<file path="src/rtl/video_timing_pkg.sv">
// Shared constants and helpers for the raster timing generator.
// Latency: n/a (compile-time only).
// Backpressure: n/a.
package video_timing_pkg;

    // Default 320x480 mode (H_TOTAL = 400, V_TOTAL = 525)
    localparam int DEF_CNT_W     = 10;
    localparam int DEF_H_VISIBLE = 320;
    localparam int DEF_H_FP      = 8;
    localparam int DEF_H_SYNC    = 48;
    localparam int DEF_H_BP      = 24;
    localparam int DEF_V_VISIBLE = 480;
    localparam int DEF_V_FP      = 10;
    localparam int DEF_V_SYNC    = 2;
    localparam int DEF_V_BP      = 33;

    // Sync polarity: the level driven while the sync window is active
    localparam bit ACTIVE_LOW  = 1'b0;
    localparam bit ACTIVE_HIGH = 1'b1;

    // Total period of one axis in counter steps
    function automatic int calc_total(input int visible, input int fp,
                                      input int sync, input int bp);
        return visible + fp + sync + bp;
    endfunction

endpackage

</file>
<file path="src/rtl/video_timing_gen_axis.sv">
// One raster axis: wrapping counter with visible/sync window decode.
// Latency: cnt and sync update one clk after an inc cycle; cnt_next/active_next are same-cycle.
// Backpressure: none; the counter simply holds while inc is low.
module timing_axis
    import video_timing_pkg::*;
#(
    parameter int CNT_W    = DEF_CNT_W,
    parameter int VISIBLE  = DEF_H_VISIBLE,
    parameter int FP       = DEF_H_FP,
    parameter int SYNC     = DEF_H_SYNC,
    parameter int BP       = DEF_H_BP,
    parameter bit SYNC_POL = ACTIVE_LOW
) (
    input  logic             clk,
    input  logic             rst,
    input  logic             inc,
    output logic [CNT_W-1:0] cnt,
    output logic [CNT_W-1:0] cnt_next,
    output logic             wrap,
    output logic             active_next,
    output logic             sync
);

    localparam int TOTAL = calc_total(VISIBLE, FP, SYNC, BP);
    localparam logic [CNT_W-1:0] LAST     = CNT_W'(TOTAL - 1);
    localparam logic [CNT_W-1:0] VIS_L    = CNT_W'(VISIBLE);
    localparam logic [CNT_W-1:0] SS_L     = CNT_W'(VISIBLE + FP);
    localparam logic [CNT_W-1:0] SE_L     = CNT_W'(VISIBLE + FP + SYNC);

    logic sync_act_next;

    // Next count and window decode, so registered outputs line up with the count
    always_comb begin
        wrap          = inc && (cnt == LAST);
        cnt_next      = cnt;
        if (inc) begin
            cnt_next = wrap ? '0 : cnt + 1'b1;
        end
        active_next   = (cnt_next < VIS_L);
        sync_act_next = (cnt_next >= SS_L) && (cnt_next < SE_L);
    end

    // Counter and sync level; reset parks on the last position so the first tick enters 0
    always_ff @(posedge clk) begin
        if (rst) begin
            cnt  <= LAST;
            sync <= !SYNC_POL;
        end else begin
            cnt  <= cnt_next;
            sync <= sync_act_next ? SYNC_POL : !SYNC_POL;
        end
    end

endmodule

</file>
<file path="src/rtl/video_timing_gen.sv">
// Parametrised raster timing generator: counters, syncs, windows and event strobes.
// Latency: all outputs registered, coincident with the hcounter/vcounter they describe.
// Backpressure: pix_en=0 holds counters/levels and forces strobes low.
// Optional: VIDEO_TIMING_LINE_MATCH_EN builds the line-compare strobe; otherwise line_match=0.
module video_timing_gen
    import video_timing_pkg::*;
#(
    parameter int CNT_W     = DEF_CNT_W,
    parameter int H_VISIBLE = DEF_H_VISIBLE,
    parameter int H_FP      = DEF_H_FP,
    parameter int H_SYNC    = DEF_H_SYNC,
    parameter int H_BP      = DEF_H_BP,
    parameter int V_VISIBLE = DEF_V_VISIBLE,
    parameter int V_FP      = DEF_V_FP,
    parameter int V_SYNC    = DEF_V_SYNC,
    parameter int V_BP      = DEF_V_BP,
    parameter bit HSYNC_POL = ACTIVE_LOW,
    parameter bit VSYNC_POL = ACTIVE_LOW
) (
    input  logic             clk,
    input  logic             rst,
    input  logic             pix_en,
    input  logic [CNT_W-1:0] match_line,
    output logic [CNT_W-1:0] hcounter,
    output logic [CNT_W-1:0] vcounter,
    output logic             hsync,
    output logic             vsync,
    output logic             visible,
    output logic             writable,
    output logic             frame_start,
    output logic             vblank_start,
    output logic             line_match
);

    localparam int H_TOTAL = calc_total(H_VISIBLE, H_FP, H_SYNC, H_BP);
    localparam int V_TOTAL = calc_total(V_VISIBLE, V_FP, V_SYNC, V_BP);
    localparam logic [CNT_W-1:0] V_VIS_L = CNT_W'(V_VISIBLE);

    if (CNT_W <= 0 || CNT_W > 30) begin : g_bad_cnt_w
        $error("video_timing_gen: CNT_W out of range");
    end
    if (H_VISIBLE == 0 || H_FP == 0 || H_SYNC == 0 || H_BP == 0 ||
        V_VISIBLE == 0 || V_FP == 0 || V_SYNC == 0 || V_BP == 0) begin : g_bad_zero
        $error("video_timing_gen: timing parameters must be non-zero");
    end
    if (H_TOTAL > (1 << CNT_W) || V_TOTAL > (1 << CNT_W)) begin : g_bad_total
        $error("video_timing_gen: H_TOTAL/V_TOTAL exceed counter range");
    end

    logic             h_wrap, v_wrap;
    logic             h_act_next, v_act_next;
    logic [CNT_W-1:0] h_next_unused, v_next;

    timing_axis #(
        .CNT_W(CNT_W), .VISIBLE(H_VISIBLE), .FP(H_FP), .SYNC(H_SYNC), .BP(H_BP),
        .SYNC_POL(HSYNC_POL)
    ) u_h_axis (
        .clk(clk), .rst(rst), .inc(pix_en),
        .cnt(hcounter), .cnt_next(h_next_unused), .wrap(h_wrap),
        .active_next(h_act_next), .sync(hsync)
    );

    timing_axis #(
        .CNT_W(CNT_W), .VISIBLE(V_VISIBLE), .FP(V_FP), .SYNC(V_SYNC), .BP(V_BP),
        .SYNC_POL(VSYNC_POL)
    ) u_v_axis (
        .clk(clk), .rst(rst), .inc(pix_en & h_wrap),
        .cnt(vcounter), .cnt_next(v_next), .wrap(v_wrap),
        .active_next(v_act_next), .sync(vsync)
    );

    // Windows and strobes; v_wrap implies a tick entering (0,0), h_wrap a tick entering column 0
    always_ff @(posedge clk) begin
        if (rst) begin
            visible      <= 1'b0;
            writable     <= 1'b1;
            frame_start  <= 1'b0;
            vblank_start <= 1'b0;
        end else begin
            visible      <= h_act_next && v_act_next;
            writable     <= (v_next >= V_VIS_L);
            frame_start  <= v_wrap;
            vblank_start <= h_wrap && (v_next == V_VIS_L);
        end
    end

`ifdef VIDEO_TIMING_LINE_MATCH_EN
    // match_line is sampled only at the line boundary, so mid-line changes apply from the next line
    always_ff @(posedge clk) begin
        if (rst) begin
            line_match <= 1'b0;
        end else begin
            line_match <= h_wrap && (match_line == v_next);
        end
    end
`else
    logic match_line_unused;
    assign match_line_unused = ^match_line;
    assign line_match        = 1'b0;
`endif

`ifdef SIM
    // Frame boundary trace
    always_ff @(posedge clk) begin
        if (frame_start) begin
            $display("video_timing_gen: frame_start at %0t", $time);
        end
    end
`endif

endmodule

</file>
<file path="config.mk">
export PLATFORM = sky130hd
export DESIGN_NAME = video_timing_gen
export DESIGN_NICKNAME = d
export VERILOG_FILES = /design/src/rtl/video_timing_pkg.sv /design/src/rtl/video_timing_gen_axis.sv /design/src/rtl/video_timing_gen.sv
export SDC_FILE = /design/constraint.sdc
export NUM_CORES = 1
export LEC_CHECK = 0
export ABC_CLOCK_PERIOD_IN_PS = 2200
export CAP_MARGIN = 30
export CORE_MARGIN = 2
export CORE_UTILIZATION = 42
export CTS_CLUSTER_SIZE = 25
export DETAILED_ROUTE_END_ITERATION = 8
export PLACE_DENSITY_LB_ADDON = 0.12
export SLEW_MARGIN = 0
export SYNTH_ARGS = -nofsm -noshare
export SYNTH_HDL_FRONTEND = slang
export SYNTH_SLANG_ARGS = --single-unit
</file>
<file path="constraint.sdc">
create_clock -name clk -period 2.2 [get_ports clk]
set_input_delay 0.22 -clock clk [delete_from_list [all_inputs] [get_ports clk]]
set_output_delay 0.22 -clock clk [all_outputs]
set_load 0.005 [all_outputs]
</file>
==> results of run 1 <==
[power by group]
group	switching, mW	internal [mW]	total, mW
Sequential	0.0243	0.507	0.531
Clock	0.154	0.184	0.338
Combinational	0.226	0.220	0.446
Total	0.405	0.911	1.32
[sequential cells by signal, indices dropped and copies added, names as in the netlist]
register and count:
writable 1, frame_start 1, u_v_axis.cnt 10, visible 1, u_h_axis.sync 1, u_h_axis.cnt 10
vblank_start 1, u_v_axis.sync 1
[cells in the mapped netlist]
cell / number
o311ai_0: 1
clkbuf_1: 8
o2111ai_1: 2
xnor2_1: 11
and4_1: 4
buf_4: 1
a21oi_1: 8
conb_1: 1
a21o_1: 1
inv_1: 9
dfxtp_1: 26
and3_1: 3
o21a_1: 1
or3_2: 2
nand3_1: 14
a31oi_1: 2
ha_1: 3
nor3_1: 5
buf_2: 1
nand4_1: 7
o21ai_0: 12
nor2b_1: 1
o221ai_1: 1
o31ai_1: 5
a211o_1: 1
nor2_1: 13
nor4_1: 8
or3_1: 1
and3_2: 2
buf_6: 2
nand2_1: 9
o41ai_1: 1
a32o_1: 1
xor2_1: 2
a31oi_2: 1
or4_4: 3
or2_1: 1
[worst min-delay path: stages, from the launching register on]
cell	delay, ns
dfxtp_1	0.37
xnor2_1	0.14
nor2_1	0.03
[worst min path at each step]
stage	cells past startpoint	slack (ns)	end	start
5_1_grt	2	0.58	u_v_axis.cnt[8]	u_v_axis.cnt[8]
2_1_floorplan	1	0.31	frame_start	rst
3_5_place_dp	2	0.55	u_v_axis.cnt[8]	u_v_axis.cnt[8]
3_3_place_gp	2	0.55	u_v_axis.cnt[8]	u_v_axis.cnt[8]
4_1_cts	2	0.57	u_v_axis.cnt[8]	u_v_axis.cnt[8]
6_report	2	0.56	u_v_axis.cnt[8]	u_v_axis.cnt[8]
[cells by family after synthesis]
logic type / share of synthesized area
DFF: 0.366
and+or+nand+nor: 0.287
adders and majority gates: 0.0264
AOI/OAI and AO/OA: 0.169
other: 0.00264
buffers and inverters: 0.0695
xor gates and xnor gates: 0.0800
[per-stage QoR]
stage / power [mW] / instances / cell area, µm²
floorplan: 0.773 / 174 / 1490
global placement: 0.957 / 271 / 2010
detailed placement: 0.966 / 271 / 2010
CTS: 1.31 / 276 / 2080
global route: 1.39 / 277 / 2130
finish: 1.32 / 277 / 2130
[cell type report]
class	instances	area, µm²	area share
inverter	9	33.8	0.0158
tap	46	57.6	0.0270
multi-input combinational	127	910	0.426
timing repair buffer	65	558	0.261
clock buffer	3	22.5	0.0106
clock inverter	1	30.0	0.0141
sequential	26	523	0.245
[what timing repair did]
action                                  CTS  global route
endpoints found under the setup margin    8            11
pin swaps                                 3             4
setup buffers                             1             1
resized for setup                         2             8
hold buffers                              0             0
[layer usage]
layer / global-route usage / vias up / routed length [µm]
li1: - / 754 / -
met1: 0.286 / 716 / 1870
met2: 0.333 / 56 / 1810
met3: 0.0181 / 4 / 185
met4: 0.0556 / 0 / 25
met5: 0 / - / 0
==> metrics.txt, run 1 <==
outcome complete, but fails checks; failing checks negative setup slack; row count 21; CTS tree yes; reg-to-reg startpoint u_h_axis.cnt[4]; Post-Place Worst Slack -0.194 ns; CP arrival 2.53 ns; CP Buf/Inv Count 0; top cell type's share of synthesized area 0.366; drt drc 0; most used cell, CP or4_4; GR Util All Layers 0.203; fillcell total 284; clock-pin slew on the worst setup and hold paths 0.15 ns; Yosys reg bits 26; R2R Path End writable; TritonRoute pass-1 iters 4; Max Cap Viol 0; antenna violations before repair 0; commonest non-fill, non-tap cell in the layout buf_4; RSZ-0062 raised after global routing yes; final number of setup-violating endpoints 2; Hold Path Class reg -> reg; CTS sink count 26; DIE HEIGHT 62.2 µm; first-pass GRT wire length 6470 µm; Startpoint Class flip-flop; routability cong. 0.928; Core Util, Final 0.650; Worst path max stage delay 0.57 ns; clock buffer depth 2; Hold Vio Cnt, Final 0; Syn Inst Count 174; WL final 3890 µm; Area Growth Syn to Fin 50.0%; die area 3870 µm²; Core Footprint 3280 µm²; Initial DRC Count 87; CP top delay family simple AND/OR/NAND/NOR gates; crit path cell chain or4_4 > or4_4 > or4_4 > a31oi_4 > or2_1; ratio of cells with drive above 1 in the final layout 0.273; CP max-delay cell or4_4; io pins 40; crit path time final 2.24 ns; Hold WS 0.560 ns; worst reg2reg setup slack -0.04 ns; syn nets 190; Congestion Overflow GR 0; Synth area leaders dfxtp_1 37%, xnor2_1 6.8%, nand3_1 4.9%, o21ai_0 4.2%, nor4_1 3.5%; post-synthesis cell area 1420 µm²; vias in the first global route 1,420; max-slew violations 0; Worst Setup EP writable; CTS Root Cell clkbuf_4; sequential cell area fraction in the yosys report 0.366; WL/cell 14.0 µm; skew final 0.00246 ns; Leak 0.822 nW; final antenna diode count 0; Worst path depth 5; CTS buffer count 3; worst ir drop on vdd 404 µV; setup ws final -0.0449 ns; crit share post-route 1.02; Worst setup EP type flip-flop; largest net degree at the start of global routing 16; setup TNS -0.0858 ns; antenna-violating nets left 0; Req. time, crit path 2.49 ns; vias per cell 5.52; Crit. Startpoint u_h_axis.cnt[4]; Max Freq 445 MHz; Final nets 248; Syn. warnings 0; die width 62.2 µm; mean post-synth cell area 8.18 µm²; Yosys top cell by area dfxtp_1; H-tree levels 1; R2R cell count 5; number of distinct library cells after synthesis 37; PD cells 616 nW/µm²; DPL Wire Length 2940 µm; Initial Util 0.433; I/O Buffers 28; worst-skew pair later-pin latency 0.32 ns; via count 1,530; most frequent cells in the layout 37 x buf_4, 28 x clkdlybuf4s50_1, 24 x dfxtp_1; crit path max fanout 5; type of the worst setup path reg -> reg
Note: power is estimated with default switching activity, not from simulation.
==> inputs of run 2 (changes only) <==
ABC_AREA = 1   (was default)
==> metrics.txt, run 2 <==
antenna violations before repair 0 (unchanged); most frequent cells in the layout 56 x nand2_1, 39 x nor2_1, 34 x inv_1; TritonRoute pass-1 iters 4 (unchanged); first-pass GRT wire length 6260 µm (-3.3%); commonest non-fill, non-tap cell in the layout nand2_1; RSZ-0062 raised after global routing no; number of distinct library cells after synthesis 27 (-27%); Yosys top cell by area dfxtp_1; clock-pin slew on the worst setup and hold paths 0.09 ns (-0.06 ns); Yosys reg bits 26 (unchanged); FF+latch area 520 µm² (-0.48%); H-tree levels 1 (unchanged); type of the worst setup path reg -> reg; clock buffer depth 2 (unchanged); row count 22 (+4.8%); vias in the first global route 1,377 (-3.0%); Post-synth top flop dfxtp_1; GR Util All Layers 0.191 (-0.0122); crit path max fanout 6 (+1); Pint 0.832 mW (-8.7%); Hold WS 0.550 ns (-0.0107 ns); Leak 0.918 nW (+12%); sequential cell area fraction in the yosys report 0.338 (-0.0282); syn nets 254 (+34%); Syn. warnings 0 (unchanged); CTS tree yes; final number of setup-violating endpoints 0 (-2); Post-Place Worst Slack 0.131 ns (+0.325 ns); PD cells 652 nW/µm² (+5.8%); antenna-violating nets left 0 (unchanged); mean post-synth cell area 6.48 µm² (-21%); via count 1,545 (+0.98%); sw frac 0.340 (+0.0327); Hold Vio Cnt, Final 0 (unchanged); skew final 0.00151 ns (-0.000953 ns); ys async rst share 0 (unchanged); Crit. Startpoint u_h_axis.cnt[0]; max-slew violations 0 (unchanged); vias per cell 4.87 (-12%); Congestion Overflow GR 0 (unchanged); CTS sink count 26 (unchanged); setup ws final 0.209 ns (+0.254 ns); die area 4170 µm² (+7.8%); Max Freq 502 MHz (+13%); worst ir drop on vdd 294 µV (-27%); count leader, synth nand2_1; setup TNS 0 ns (+0.0858 ns); final antenna diode count 0 (unchanged); DPL Wire Length 2880 µm (-1.9%); reg-to-reg startpoint u_h_axis.cnt[0]; Core Footprint 3610 µm² (+9.8%); hold path startpoint u_h_axis.cnt[1]; I/O Buffers 28 (unchanged); worst-skew pair later-pin latency 0.27 ns (-0.05 ns); die width 64.6 µm (+3.8%); fillcell total 373 (+31%); Synth area leaders dfxtp_1 34%, nand2_1 14%, nor2_1 9.5%, inv_1 8.3%, nand3_1 8.1%; Multi-input gate area 863 µm² (-5.1%); Req. time, crit path 2.42 ns (-0.07 ns); Max Cap Viol 0 (unchanged); io pins 40 (unchanged); Startpoint Class flip-flop; CTS Hold Bufs 0 (unchanged); WL final 3580 µm (-8.0%); Syn Inst Count 238 (+37%); largest net degree at the start of global routing 15 (-1); Resize count post-CTS 0 (-2); Logic pwr share 0.305 (-0.034); Synth top cells by count 56 x nand2_1, 39 x nor2_1, 34 x inv_1; Clock power frac 0.251 (-0.006); Hold Path Class reg -> reg; Regs by FF count u_h_axis.cnt (10), u_v_axis.cnt (10); post-synthesis cell area 1540 µm² (+8.4%); drt drc 0 (unchanged); Flop pwr share 0.443 (+0.039); top cell type's share of synthesized area 0.338 (-0.0282); routability cong. 0.885 (-4.7%); CP arrival 2.21 ns (-0.32 ns); crit path time final 1.99 ns (-0.254 ns); crit share post-route 0.905 (-0.115); DIE HEIGHT 64.6 µm (+3.8%); EDFF count, synth 0 (unchanged); Area Growth Syn to Fin 25.4%; Psw 0.429 mW (+6.0%); CTS Root Cell clkbuf_8; CTS buffer count 3 (unchanged); postcts setup bufs 0 (-1); outcome finished, final reports clean; WL/cell 11.3 µm (-20%); Worst setup EP type flip-flop; ratio of cells with drive above 1 in the final layout 0.0855 (-0.187); Initial DRC Count 74 (-15%); Final nets 286 (+15%); Initial Util 0.427 (-0.00566)
-- run 2: per-stage QoR --
step / area (µm²) / total power, mW / cells / util
6_report: 1930 / 1.26 / 317 / 0.536
5_1_grt: 1930 / 1.34 / 317 / 0.536
4_1_cts: 1930 / 1.27 / 317 / 0.536
3_5_place_dp: 1880 / 0.954 / 313 / 0.521
3_3_place_gp: 1880 / 0.952 / 313 / 0.521
2_1_floorplan: 1540 / 0.812 / 238 / -
-- run 2: worst paths after layout --
kind | endpoint | slack (ns) | depth (start not counted)
worst max-delay path | visible | 0.21 | 11
worst min-delay path | u_h_axis.cnt[1] | 0.55 | 2
worst max register to register | visible | 0.21 | 11
worst min register to register | u_h_axis.cnt[1] | 0.55 | 2
-- run 2: cells by family after synthesis --
logic type      count (synthesis)  synth area share
other cells                     1           0.00243
flops                          26             0.338
fa+ha+maj                       3            0.0244
buf+inv                        39             0.102
compound gates                 16            0.0592
xor+xnor                        4            0.0227
simple gates                  149             0.451
-- run 2: worst max-delay path, cell delays in order, from the launching register on --
cell	delay, ns
dfxtp_1	0.42
ha_1	0.21
nand2_2	0.12
nor2_1	0.22
nand3_2	0.17
inv_2	0.13
nand2_2	0.05
xor2_1	0.27
nor2_2	0.08
nand2_1	0.11
nand2_1	0.08
nor2_2	0.08
-- run 2: area by class of cell --
type                       instances  share of cell area
timing repair buffer              31               0.157
clock buffer                       4              0.0285
multi-input combinational        173               0.447
tap                               48              0.0311
inverter                          35              0.0680
sequential                        26               0.269
-- run 2: per-layer routing --
metal,wire length (µm),vias up,track usage
li1,-,815,-
met1,1890,696,0.277
met2,1520,29,0.296
met3,123,5,0.0226
met4,46,0,0.0559
met5,0,-,0
-- run 2: power by group through the flow --
| stage | Clock [mW] | Combinational, mW | Sequential (mW) |
|---|---|---|---|
| after detailed placement | 0 | 0.385 | 0.569 |
| final | 0.317 | 0.385 | 0.559 |
| after floorplan | 0 | 0.254 | 0.559 |
| after CTS | 0.328 | 0.387 | 0.559 |
| after global placement | 0 | 0.383 | 0.569 |
| after global routing | 0.342 | 0.436 | 0.567 |
==> inputs of run 3 (changes only) <==
SLEW_MARGIN = 20   (was 0)
TNS_END_PERCENT = 10   (was default)
==> results of run 3 <==
Final layout, timing and power as in run 2 (identical DEF).
